<file path="src/rtl/digit_glyph_plotter.sv">
// digit_glyph_plotter
// Plots one packed 3x5 digit glyph into the VGA adapter's framebuffer write
// port. The glyph and its screen origin are snapshotted on start, and each
// glyph pixel is expanded to a SCALE x SCALE block. One write slot is issued
// per clock. Every output is registered.
// Build option: define DIGIT_GLYPH_SKIP_BLACK_EN to suppress vga_plot on
// black (3'b000) slots. Slot timing is unchanged, so the background shows
// through instead of being erased.
module digit_glyph_plotter #(
   parameter int SCALE = 1
) (
   input  logic         clk,
   input  logic         resetn,
   input  logic         start,
   input  logic [7:0]   x_base,
   input  logic [6:0]   y_base,
   input  logic [119:0] x_array,
   input  logic [119:0] y_array,
   input  logic [44:0]  colour_array,
   output logic [7:0]   vga_x,
   output logic [6:0]   vga_y,
   output logic [2:0]   vga_colour,
   output logic         vga_plot,
   output logic         busy,
   output logic         done
);

   localparam logic [1:0] IDLE = 2'd0;
   localparam logic [1:0] PLOT = 2'd1;
   localparam logic [1:0] DONE = 2'd2;

   localparam int         NPIX    = 15;
   localparam logic [3:0] LAST_I  = 4'd14;
   localparam logic [1:0] LAST_S  = 2'(SCALE - 1);
   localparam logic [9:0] SCALE10 = 10'(SCALE);

   logic [1:0] state;
   logic [1:0] state_nxt;

   // glyph snapshot
   logic [7:0] xoff_q [NPIX];
   logic [7:0] yoff_q [NPIX];
   logic [2:0] col_q  [NPIX];
   logic [7:0] xb_q;
   logic [6:0] yb_q;

   // slot position: glyph entry, sub-row, sub-column
   logic [3:0] idx;
   logic [1:0] sy;
   logic [1:0] sx;

   logic       accept;
   logic       slot_last;
   logic [7:0] slot_x;
   logic [6:0] slot_y;
   logic [2:0] slot_col;
   logic       slot_wr;

   // Screen x of a slot: base + SCALE*offset + sub-column, 10-bit sum wrapped to 8 bits.
   function automatic logic [7:0] scr_x(input logic [7:0] base,
                                        input logic [7:0] off,
                                        input logic [1:0] sub);
      logic [9:0] sum;
      sum = {2'b00, base} + SCALE10 * {2'b00, off} + {8'd0, sub};
      return 8'(sum);
   endfunction

   // Screen y of a slot, wrapped to 7 bits. Offset bit 7 contributes
   // SCALE*128, and the 10-bit sum wraps at 1024. Both are multiples of 128,
   // so only yoff[6:0] affects the result.
   function automatic logic [6:0] scr_y(input logic [6:0] base,
                                        input logic [7:0] off,
                                        input logic [1:0] sub);
      logic [9:0] sum;
      sum = {3'b000, base} + SCALE10 * {2'b00, off} + {8'd0, sub};
      return 7'(sum);
   endfunction

   assign accept = (state == IDLE) && start;

   // Address, colour and end-of-glyph detection for the current slot.
   always_comb begin
      slot_x    = scr_x(xb_q, xoff_q[idx], sx);
      slot_y    = scr_y(yb_q, yoff_q[idx], sy);
      slot_col  = col_q[idx];
      slot_last = (idx == LAST_I) && (sy == LAST_S) && (sx == LAST_S);
   end

`ifdef DIGIT_GLYPH_SKIP_BLACK_EN
   assign slot_wr = (slot_col != 3'b000);
`else
   assign slot_wr = 1'b1;
`endif

   // Next-state selection for the IDLE -> PLOT -> DONE sequence.
   always_comb begin
      state_nxt = state;
      case (state)
         IDLE:    if (start) state_nxt = PLOT;
         PLOT:    if (slot_last) state_nxt = DONE;
         DONE:    state_nxt = IDLE;
         default: state_nxt = IDLE;
      endcase
   end

   // State register.
   always_ff @(posedge clk or negedge resetn) begin
      if (!resetn) state <= IDLE;
      else         state <= state_nxt;
   end

   // Snapshot the glyph and origin when a start is accepted.
   always_ff @(posedge clk or negedge resetn) begin
      if (!resetn) begin
         for (int e = 0; e < NPIX; e++) begin
            xoff_q[e] <= 8'd0;
            yoff_q[e] <= 8'd0;
            col_q[e]  <= 3'd0;
         end
         xb_q <= 8'd0;
         yb_q <= 7'd0;
      end else if (accept) begin
         for (int e = 0; e < NPIX; e++) begin
            xoff_q[e] <= x_array[119 - 8*e -: 8];
            yoff_q[e] <= y_array[119 - 8*e -: 8];
            col_q[e]  <= colour_array[44 - 3*e -: 3];
         end
         xb_q <= x_base;
         yb_q <= y_base;
      end
   end

   // Walk slots in order: sub-column innermost, then sub-row, then glyph entry.
   always_ff @(posedge clk or negedge resetn) begin
      if (!resetn) begin
         idx <= 4'd0;
         sy  <= 2'd0;
         sx  <= 2'd0;
      end else if (accept) begin
         idx <= 4'd0;
         sy  <= 2'd0;
         sx  <= 2'd0;
      end else if (state == PLOT) begin
         if (sx != LAST_S) begin
            sx <= sx + 2'd1;
         end else begin
            sx <= 2'd0;
            if (sy != LAST_S) begin
               sy <= sy + 2'd1;
            end else begin
               sy  <= 2'd0;
               idx <= (idx == LAST_I) ? 4'd0 : idx + 4'd1;
            end
         end
      end
   end

   // Registered framebuffer write port and status strobes.
   always_ff @(posedge clk or negedge resetn) begin
      if (!resetn) begin
         vga_x      <= 8'd0;
         vga_y      <= 7'd0;
         vga_colour <= 3'd0;
         vga_plot   <= 1'b0;
         busy       <= 1'b0;
         done       <= 1'b0;
      end else begin
         vga_plot <= 1'b0;
         busy     <= 1'b0;
         done     <= 1'b0;
         case (state)
            PLOT: begin
               vga_x      <= slot_x;
               vga_y      <= slot_y;
               vga_colour <= slot_col;
               vga_plot   <= slot_wr;
               busy       <= 1'b1;
            end
            DONE:    done <= 1'b1;
            default: ;
         endcase
      end
   end

endmodule

</file>
<file path="config.mk">
export PLATFORM = sky130hd
export DESIGN_NAME = digit_glyph_plotter
export DESIGN_NICKNAME = d
export VERILOG_FILES = /design/src/rtl/digit_glyph_plotter.sv
export SDC_FILE = /design/constraint.sdc
export NUM_CORES = 1
export LEC_CHECK = 0
export ABC_AREA = 1
export CORE_AREA = 5 5 229 231
export CTS_CLUSTER_DIAMETER = 40
export DETAILED_ROUTE_END_ITERATION = 16
export DIE_AREA = 0 0 234 236
export HOLD_SLACK_MARGIN = 0.1
export PLACE_DENSITY = 0.56
export SLEW_MARGIN = 5
export SYNTH_ARGS = -nofsm -noshare
export SYNTH_HDL_FRONTEND = slang
export SYNTH_SLANG_ARGS = --single-unit
</file>
<file path="constraint.sdc">
create_clock -name clk -period 8.2 [get_ports clk]
set_input_delay 0.82 -clock clk [delete_from_list [all_inputs] [get_ports clk]]
set_output_delay 0.82 -clock clk [all_outputs]
set_load 0.02 [all_outputs]
</file>
==> flow_summary.toml <==
[run_status]
status = "finished, final reports clean"

[pwr]
p_leak_uw = 0.00975
powerDensity_nw_per_um2 = 419
ir_drop_uv = 241

[grt]
grt_pass1_wl_um = 80400
grt_max_degree = 235
grt-ovfl-total = 0
grt_use_total_pct = 18.6
antenna_found_initial = 0
grt_pass1_vias = 14072

[worst_setup_path]
crit_arrival_ns = 5.22
reg2reg_depth = 13
reg2reg_to = "vga_y[6]"
path_max_fanout = 35
cp-end-kind = "flop"
timing.rr.start = "idx[0]"
crit_required_ns = 8.66
cp-start-kind = "flop"
crit_type = "flop to flop"
regToRegSetupSlack_ns = 3.44

[timing]
finalCritPeriodShare_pct = 58.0
fmax_ghz = 0.210
setup_tns_ns = 0
whs_ns = 0.170
report.final.slew_viol_count = 0
rsz0062_at_grt = "no"
skew_ns = 0.0220
relSlewSlack_pct = 19.1
finalSetupViolations = 0
final_hold_viol_count = 0
period_needed_ns = 4.76
tightest_slew_ns = 1.21

[cells_and_area]
layout_common_cells = "936 x nand2_1, 313 x dfrtp_1, 307 x clkdlybuf4s50_1"
nets = 2466
fin_area_um2 = 20200
final_common_cell = "nand2_1"
drive_above_1_share_pct = 6.01
areaGrowthSynthToFinish_pct = 36.4

[drt]
drtAntennaViolNets = 0
routed.top_layer = "met4"
drc = 0
via_count = 13380
m1WireLength_um = 22800
firstDrtPassIters = 5
wirelength_um = 52200
routed-wl-met2_um = 25000
vias_per_cell = 4.69
drtIter0Drc = 1003
route.met3.wl_um = 3030
post_drt_wl_per_cell_um = 18.3

[cts]
clk_latency_ns = 0.58
cts_resized = 0
ctsRootBufferMaster = "clkbuf_16"
cts.sinks = 315
cts_hold_buf = 0
cts.path.max_buffers = 3
path_clk_slew_ns = 0.05
post_cts_buffers = 0
cts_max_level = 2
cts_buffers = 55
cts_tree = "built"

[die]
ios = 324
die_h_um = 236
fp-row-count = 82
core_um2 = 49900
start_util_pct = 29.8
die-area_um2 = 55200
fp.dieW_um = 234

[hold_path]
hold_path.class = "input port to asynchronous set/reset pin"

[place]
globalplace.congestion = 0.789
place_area_um2 = 18400
place_hpwl_um = 35400
port_buffers = 308

[yosys]
synth_cell_types = 39
seq_area_frac_synth_pct = 53.1
ys.flop_type = "dfrtp_1"
ys_ff_latch = 315
syn_inst = 1861
netlist_area_um2 = 14800
ys.warnings.count = 0
synth_edf_count = 0
synth_nets = 2196
avgSynthCellArea_um2 = 7.97
async_flop_share_pct = 100

[flow_run]
cap_violations = 0
per-stage QoR:
stage / worst slack, ns / util (%) / instances / power, uW
2_1_floorplan: 5.06 / - / 1861 / 4930
3_5_place_dp: 3.31 / 36.8 / 2746 / 6260
4_1_cts: 3.30 / 40.6 / 2850 / 8620
6_report: 3.44 / 40.6 / 2851 / 8480
5_1_grt: 3.10 / 40.6 / 2850 / 9200
3_3_place_gp: 3.29 / 36.8 / 2746 / 6170
Yosys cell counts, drive strengths merged, types with 2 or more instances:
library cell	instances	share of area, %
ha	26	2.2
o21ai	157	5.3
o22ai	5	0.21
a2bb2oi	3	0.18
buf	71	2.9
clkbuf	42	1.1
a22oi	14	0.71
o2111ai	19	1.1
fa	6	0.81
nor2	70	1.8
o221ai	3	0.18
xor2	3	0.18
inv	81	2.0
nand3	49	1.7
a221oi	8	0.47
a211oi	3	0.15
nand2	938	24
o211ai	21	1.1
a31oi	2	0.084
dfrtp	315	53
a21oi	15	0.51
layer usage:
| metal | track usage (%) | up-vias |
|---|---|---|
| li1 | - | 6475 |
| met1 | 24.6 | 6400 |
| met2 | 31.0 | 414 |
| met3 | 3.55 | 91 |
| met4 | 5.89 | 0 |
| met5 | 0 | - |
final cells by class:
type	instances	area [um2]
fill	5123	29600
sequential	315	7890
multi-input combinational	1351	6060
timing repair buffer	326	3250
clock buffer	64	1460
tap	672	841
clock inverter	40	424
inverter	82	315
antenna	1	2.50
logic make-up after synthesis:
kind of cell | after synthesis | share of synthesized area [%]
XOR/XNOR | 4 | 0.236
AO/OA/AOI/OAI | 254 | 10.2
buffers and inverters | 195 | 6.06
AND/OR/NAND/NOR | 1061 | 27.4
adder cells (fa/ha/maj) | 32 | 3.00
flip-flops | 315 | 53.1
how the worst max path moves through the flow:
stage / start / end
after floorplan: idx[0] / vga_x[7]
after global placement: idx[0] / vga_x[7]
after detailed placement: idx[0] / vga_x[7]
after CTS: idx[0] / vga_x[7]
after global routing: idx[0] / vga_x[7]
final: idx[0] / vga_y[6]
worst max-delay path: stages (launching register included):
cell and delay [ns]:
dfrtp_4 0.74, nand2_1 0.54, inv_2 0.77, a22oi_1 0.23, o211ai_1 0.15, nand3_1 0.20
o21ai_1 0.32, ha_1 0.36, ha_1 0.29, nand2_1 0.06, o311ai_0 0.61, nand3_1 0.15
nand3_1 0.11, nand2_1 0.07
where the power goes:
group	switching (uW)	internal (uW)
clock network	852	1450
registers	405	2300
logic	2260	1210
total	3510	4970
registers in the layout (all words and copies together), names as in the netlist:
| signal | count |
|---|---|
| xoff_q | 120 |
| col_q | 45 |
| vga_y | 7 |
| sy | 2 |
| vga_x | 8 |
| state | 2 |
| xb_q | 8 |
| yb_q | 7 |
| idx | 4 |
| busy | 1 |
| yoff_q | 105 |
| vga_colour | 3 |
| sx | 2 |
| done | 1 |
No activity file was read; power rests on OpenSTA's default activity.
